<file path="src/rtl/beat_anim_scheduler.sv">
`default_nettype none
// +----------------------------------------------------------------------------+
// | beat_anim_scheduler: queues qualifying beats and fires them into          |
// | animate_controller with acknowledge checking and holdoff. Option macro:    |
// | FRAME_ALIGN_EN (adds an ARM state that waits for frame_start). Rev 1.0     |
// +----------------------------------------------------------------------------+
module beat_anim_scheduler #(
  parameter int CLK_FREQ_HZ  = 50_000_000,
  parameter int HOLDOFF_MS   = 50,
  parameter int ACK_TIMEOUT  = 16,
  parameter int QUEUE_DEPTH  = 4,
  parameter int STRENGTH_MIN = 16,
  parameter int DATA_WIDTH   = 8
) (
  input  logic                           clk,
  input  logic                           reset,
  input  logic                           beat_in,
  input  logic [DATA_WIDTH-1:0]          beat_strength,
  input  logic                           anim_busy,
  input  logic                           frame_start,
  output logic                           beat_trigger,
  output logic [DATA_WIDTH-1:0]          strength_out,
  output logic [$clog2(QUEUE_DEPTH):0]   queue_level,
  output logic [7:0]                     drop_count,
  output logic                           ack_error,
  output logic                           sched_busy
);

  localparam int HOLDOFF_TICKS = (CLK_FREQ_HZ / 1000) * HOLDOFF_MS;
  localparam int PTR_W         = $clog2(QUEUE_DEPTH);
  localparam int LVL_W         = PTR_W + 1;
  localparam int HO_W          = $clog2(HOLDOFF_TICKS + 2);
  localparam int ACK_W         = $clog2(ACK_TIMEOUT + 2);

  typedef enum logic [2:0] {
    S_IDLE     = 3'd0,
    S_ARM      = 3'd1,
    S_FIRE     = 3'd2,
    S_WAIT_ACK = 3'd3,
    S_RUN      = 3'd4,
    S_HOLDOFF  = 3'd5
  } state_t;

  state_t                 state_q, state_d;
  logic [DATA_WIDTH-1:0]  mem_q [QUEUE_DEPTH];
  logic [PTR_W-1:0]       wr_ptr_q, wr_ptr_d, rd_ptr_q, rd_ptr_d;
  logic [LVL_W-1:0]       level_q, level_d;
  logic [7:0]             drop_q, drop_d;
  logic [ACK_W-1:0]       ack_cnt_q, ack_cnt_d;
  logic [HO_W-1:0]        ho_cnt_q, ho_cnt_d;
  logic                   ack_err_q, ack_err_d;
  logic                   trigger_q, trigger_d;
  logic [DATA_WIDTH-1:0]  strength_q, strength_d;
  logic                   push_req, full, pop, push_ok;

`ifndef FRAME_ALIGN_EN
  logic unused_frame_start;
  assign unused_frame_start = frame_start;
`endif

  // A full queue still takes a new beat when the head leaves in the same cycle.
  always_comb begin
    push_req = beat_in && (beat_strength >= DATA_WIDTH'(STRENGTH_MIN));
    full     = (level_q == LVL_W'(QUEUE_DEPTH));
    pop      = (state_q == S_FIRE);
    push_ok  = push_req && (!full || pop);
    wr_ptr_d = wr_ptr_q;
    rd_ptr_d = rd_ptr_q;
    level_d  = level_q;
    drop_d   = drop_q;
    if (push_ok) wr_ptr_d = wr_ptr_q + PTR_W'(1);
    if (pop)     rd_ptr_d = rd_ptr_q + PTR_W'(1);
    case ({push_ok, pop})
      2'b10:   level_d = level_q + LVL_W'(1);
      2'b01:   level_d = level_q - LVL_W'(1);
      default: level_d = level_q;
    endcase
    if (push_req && full && !pop && (drop_q != 8'hFF)) drop_d = drop_q + 8'd1;
  end

  always_comb begin
    state_d    = state_q;
    ack_cnt_d  = ack_cnt_q;
    ho_cnt_d   = ho_cnt_q;
    ack_err_d  = ack_err_q;
    strength_d = strength_q;
    case (state_q)
      S_IDLE: begin
        if ((level_q != '0) && !anim_busy) begin
`ifdef FRAME_ALIGN_EN
          state_d = S_ARM;
`else
          state_d = S_FIRE;
`endif
        end
      end
      S_ARM: begin
`ifdef FRAME_ALIGN_EN
        if (frame_start && !anim_busy) state_d = S_FIRE;
`else
        state_d = S_IDLE;
`endif
      end
      S_FIRE: begin
        state_d   = S_WAIT_ACK;
        ack_cnt_d = '0;
      end
      S_WAIT_ACK: begin
        if (anim_busy) begin
          state_d = S_RUN;
        end else if (ack_cnt_q == ACK_W'(ACK_TIMEOUT - 1)) begin
          ack_err_d = 1'b1;
          state_d   = S_HOLDOFF;
          ho_cnt_d  = '0;
        end else begin
          ack_cnt_d = ack_cnt_q + ACK_W'(1);
        end
      end
      S_RUN: begin
        if (!anim_busy) begin
          state_d  = S_HOLDOFF;
          ho_cnt_d = '0;
        end
      end
      S_HOLDOFF: begin
        if (ho_cnt_q == HO_W'(HOLDOFF_TICKS - 1)) state_d = S_IDLE;
        else                                      ho_cnt_d = ho_cnt_q + HO_W'(1);
      end
      default: state_d = S_IDLE;
    endcase
    // Strength is captured on entry to FIRE so it is valid alongside the pulse.
    trigger_d = (state_d == S_FIRE);
    if (trigger_d) strength_d = mem_q[rd_ptr_q];
  end

  always_ff @(posedge clk or posedge reset) begin
    if (reset) begin
      state_q    <= S_IDLE;
      wr_ptr_q   <= '0;
      rd_ptr_q   <= '0;
      level_q    <= '0;
      drop_q     <= '0;
      ack_cnt_q  <= '0;
      ho_cnt_q   <= '0;
      ack_err_q  <= 1'b0;
      trigger_q  <= 1'b0;
      strength_q <= '0;
    end else begin
      state_q    <= state_d;
      wr_ptr_q   <= wr_ptr_d;
      rd_ptr_q   <= rd_ptr_d;
      level_q    <= level_d;
      drop_q     <= drop_d;
      ack_cnt_q  <= ack_cnt_d;
      ho_cnt_q   <= ho_cnt_d;
      ack_err_q  <= ack_err_d;
      trigger_q  <= trigger_d;
      strength_q <= strength_d;
    end
  end

  always_ff @(posedge clk) begin
    if (push_ok) mem_q[wr_ptr_q] <= beat_strength;
  end

  assign beat_trigger = trigger_q;
  assign strength_out = strength_q;
  assign queue_level  = level_q;
  assign drop_count   = drop_q;
  assign ack_error    = ack_err_q;
  assign sched_busy   = (state_q != S_IDLE) || (level_q != '0);

endmodule
`default_nettype wire
</file>
<file path="config.mk">
export PLATFORM = sky130hd
export DESIGN_NAME = beat_anim_scheduler
export DESIGN_NICKNAME = d
export VERILOG_FILES = /design/src/rtl/beat_anim_scheduler.sv
export SDC_FILE = /design/constraint.sdc
export NUM_CORES = 1
export LEC_CHECK = 0
export ABC_AREA = 1
export ABC_CLOCK_PERIOD_IN_PS = 2700
export BUFFER_PORTS_ARGS = -buffer_cell sky130_fd_sc_hd__clkbuf_2
export CELL_PAD_IN_SITES_DETAIL_PLACEMENT = 1
export CELL_PAD_IN_SITES_GLOBAL_PLACEMENT = 1
export CORE_UTILIZATION = 25
export DETAILED_ROUTE_END_ITERATION = 16
export PLACE_DENSITY_LB_ADDON = 0.25
export SETUP_SLACK_MARGIN = 0.5
export SLEW_MARGIN = 15
export SYNTH_ARGS = -nofsm -noshare
export SYNTH_HDL_FRONTEND = slang
export SYNTH_SLANG_ARGS = --single-unit
</file>
<file path="constraint.sdc">
create_clock -name clk -period 2.7 [get_ports clk]
set_input_delay 0.27 -clock clk [delete_from_list [all_inputs] [get_ports clk]]
set_output_delay 0.27 -clock clk [all_outputs]
set_load 0.05 [all_outputs]
</file>
==> results.sh <==
export IMPL_run_status="completed"
export IMPL_die_width_microns=133
export IMPL_ant_nets=0
export IMPL_worst_hold_path_type="input port to async pin"
export IMPL_met2RoutedLength_microns=5030
export IMPL_crit_fanout=11
export IMPL_layout_drive_gt1_share=0.129
export IMPL_grt_start_max_net_pins=56
export IMPL_grt_pass1_vias=3480
export IMPL_timing_critical_path_required_ns=2.92
export IMPL_synth_async_reset_ratio=0.632
export IMPL_gp_congestion=0.754
export IMPL_detailroute_via_count=3363
export IMPL_final_setup_worst_slack_ns=0.703
export IMPL_post_route_min_period_ns=2.00
export IMPL_htreeDepth=3
export IMPL_yosysTopAreaCell="sky130_fd_sc_hd__dfrtp_1"
export IMPL_clkSlewWorstSetupHoldPaths_ns=0.07
export IMPL_yosys_area_top_type_share=0.322
export IMPL_clock_root_buffer="sky130_fd_sc_hd__clkbuf_16"
export IMPL_floorplan_initialDensity=0.257
export IMPL_fin_nets=561
export IMPL_synthCells=493
export IMPL_cap_viol_max_count=0
export IMPL_totalWireLength_microns=10700
export IMPL_cts_path_max_buffers=2
export IMPL_synth_yosys_seq_area_share=0.547
export IMPL_synth_ff_latch_count=87
export IMPL_die_height_microns=133
export IMPL_clk_latency_ns=0.35
export IMPL_detail_route_first_pass_iterations=6
export IMPL_critical_path_endpoint_type="flip-flop"
export IMPL_cp_data_arrival_time_ns=2.21
export IMPL_grt_setup_unrepaired="no"
export IMPL_final_setup_skew_ns=0.00730
export IMPL_port_buffers=33
export IMPL_synth_top_cells_by_area="sky130_fd_sc_hd__dfrtp_1 (32%), sky130_fd_sc_hd__edfxtp_1 (22%), sky130_fd_sc_hd__nand2_1 (14%)"
export IMPL_ioPinCount=35
export IMPL_netlist_area_sq_um=4280
export IMPL_worstSetupStartpoint="ho_cnt_q[0]"
export IMPL_pre_cts_slack_ns=0.469
export IMPL_timing_critical_path_from_type="flip-flop"
export IMPL_critical_register_to_register_path_startpoint="ho_cnt_q[0]"
export IMPL_power_density_cell_area_nw_per_um2=1010
export IMPL_placed_instance_area_sq_um=4730
export IMPL_timing_hold_ws_ns=0.109
export IMPL_fp_coreArea_sq_um=16600
export IMPL_ctsHoldBuffers=0
export IMPL_number_of_synthesized_flops_with_an_enable_pin=32
export IMPL_clock_sinks=87
export IMPL_multi_input_comb_area_sq_um=1740
export IMPL_max_slew_margin_rel=0.496
export IMPL_highest_metal_layer_with_signal_wires="met4"
export IMPL_timing_max_transition_violations_final=0
export IMPL_std_cell_rows=47
export IMPL_final_hold_viol_count=0
export IMPL_power_ir_vdd_worst_v=0.000387
export IMPL_yosysWarnings=0
export IMPL_route_detailed_drc=0
export IMPL_synth_avg_cell_area_sq_um=8.67
export IMPL_fp_dieArea_sq_um=17600
export IMPL_routed_wl_met3_microns=199
export IMPL_syn_num_nets=515
export IMPL_avgRoutedWirePerCell_microns=14.0
export IMPL_drt_iter0_drc=158
export IMPL_final_seq_area_sq_um=2340
export IMPL_filler_cell_count=1967
export IMPL_wl_met1_microns=5260
export IMPL_synth_cells_most_frequent="sky130_fd_sc_hd__nand2_1 (159), sky130_fd_sc_hd__nor2_1 (57), sky130_fd_sc_hd__dfrtp_1 (55), sky130_fd_sc_hd__inv_1 (42), sky130_fd_sc_hd__nand3_1 (33)"
export IMPL_crit_type="flip-flop to flip-flop"
export IMPL_maxClockFrequency_mhz=501
export IMPL_timing_final_crit_share=0.740
export IMPL_layout_area_overhead_vs_synth_pct=18.5
export IMPL_setup_total_negative_slack_ns=0
export IMPL_yosysUniqueCellTypes=33
export IMPL_grt_total_usage=0.129
export IMPL_final_cell_area_sq_um=5070
export IMPL_timing_worst_slew_pin_value_ns=0.757
export IMPL_p_leak_nw=2.17
export IMPL_cts_tree="built"
export IMPL_avgViaCountPerCell=4.40
export IMPL_synth_ff_type="sky130_fd_sc_hd__dfrtp_1"
export IMPL_grt_overflow_total=0
export IMPL_final_setup_viol_count=0
export IMPL_synth_most_common_cell="sky130_fd_sc_hd__nand2_1"
export IMPL_n_antenna_cell=0
export IMPL_initial_antenna_violation_count=0
export IMPL_grt_pass1_wl_microns=17700
export IMPL_place_detailed_hpwl_microns=7600
export IMPL_cts_buffers_inserted=9
layer usage:
layer,vias up,track usage
met2,45,0.207
met3,11,0.0218
met4,0,0.0575
li1,1698,-
met5,-,0
met1,1609,0.171
cells by family (layout without fill, tap and decap cells):
| kind of cell | Yosys count | in the layout | synth area share |
|---|---|---|---|
| and+or+nand+nor | 271 | 272 | 0.261 |
| DFF | 87 | 87 | 0.547 |
| buffers and inverters | 54 | 104 | 0.0512 |
| AOI/OAI and AO/OA | 53 | 53 | 0.0740 |
| xor gates and xnor gates | 19 | 19 | 0.0389 |
| adders and majority gates | 9 | 9 | 0.0281 |
cell usage in the layout, fill, tap and decap left out, types with 2 or more instances in the layout:
cell,count
sky130_fd_sc_hd__o21ai_0,28
sky130_fd_sc_hd__ha_2,2
sky130_fd_sc_hd__nand2_2,2
sky130_fd_sc_hd__xnor2_1,8
sky130_fd_sc_hd__nor2_4,2
sky130_fd_sc_hd__clkbuf_2,33
sky130_fd_sc_hd__inv_2,2
sky130_fd_sc_hd__or2_2,2
sky130_fd_sc_hd__nand2_1,159
sky130_fd_sc_hd__clkbuf_16,9
sky130_fd_sc_hd__nand4_1,6
sky130_fd_sc_hd__inv_1,41
sky130_fd_sc_hd__nand3b_1,2
sky130_fd_sc_hd__xor2_1,11
sky130_fd_sc_hd__edfxtp_1,32
sky130_fd_sc_hd__buf_4,10
sky130_fd_sc_hd__nor3_1,6
sky130_fd_sc_hd__a21oi_1,13
sky130_fd_sc_hd__nor2_1,56
sky130_fd_sc_hd__a32o_1,8
sky130_fd_sc_hd__inv_6,3
sky130_fd_sc_hd__ha_1,6
sky130_fd_sc_hd__nand3_1,33
sky130_fd_sc_hd__clkinv_1,2
sky130_fd_sc_hd__dfrtp_1,55
critical path, stage by stage (launching register included):
cell                      delay (ns)
sky130_fd_sc_hd__dfrtp_1        0.45
sky130_fd_sc_hd__ha_2           0.29
sky130_fd_sc_hd__nand3_1        0.21
sky130_fd_sc_hd__inv_2          0.15
sky130_fd_sc_hd__nand2_1        0.06
sky130_fd_sc_hd__nor2_1         0.10
sky130_fd_sc_hd__nand3_1        0.17
sky130_fd_sc_hd__nand2_2        0.29
sky130_fd_sc_hd__o21ai_0        0.13
where the power goes:
part	leakage, nW	switching, mW	internal [mW]	total [mW]
combinational	1.01	1.23	0.536	1.77
sequential	1.01	0.331	1.74	2.07
clock	0.146	0.556	0.732	1.29
through the flow:
step	power [mW]	instances	utilization
after floorplan	3.33	493	-
after global placement	3.80	746	0.284
after detailed placement	3.89	746	0.284
after CTS	5.20	762	0.303
after global routing	5.51	764	0.304
final	5.12	764	0.304
area by class of cell:
type | instances | share of cell area
timing repair buffer | 43 | 0.0474
multi-input combinational | 353 | 0.344
clock inverter | 6 | 0.0143
inverter | 45 | 0.0333
tap | 220 | 0.0543
clock buffer | 10 | 0.0452
sequential | 87 | 0.461
what timing repair did:
| item | 4_1_cts | 5_1_grt |
|---|---|---|
| cloned | 0 | 1 |
| pin swaps | 0 | 1 |
| resized for setup | 1 | 4 |
| endpoints found under the setup margin | 7 | 10 |
| setup buffers | 0 | 1 |
registers in the layout, indices dropped and copies added, names as in the netlist:
register      flops
strength_out      8
state_q           3
ack_cnt_q         5
drop_count        8
rd_ptr_q          2
ho_cnt_q         22
mem_q            32
queue_level       3
ack_error         1
wr_ptr_q          2
beat_trigger      1
path summary, 6_finish.rpt:
path | to | slack [ns] | depth (start not counted)
max reg2reg | ho_cnt_q[18] | 0.70 | 8
min | strength_out[6] | 0.11 | 3
max in group asynchronous | state_q[1] | 2.07 | 3
min in group clk | mem_q[3][1] | 0.14 | 1
max | ho_cnt_q[18] | 0.70 | 8
min reg2reg | ack_error | 0.48 | 1
Power figures use the tool's default switching activity.
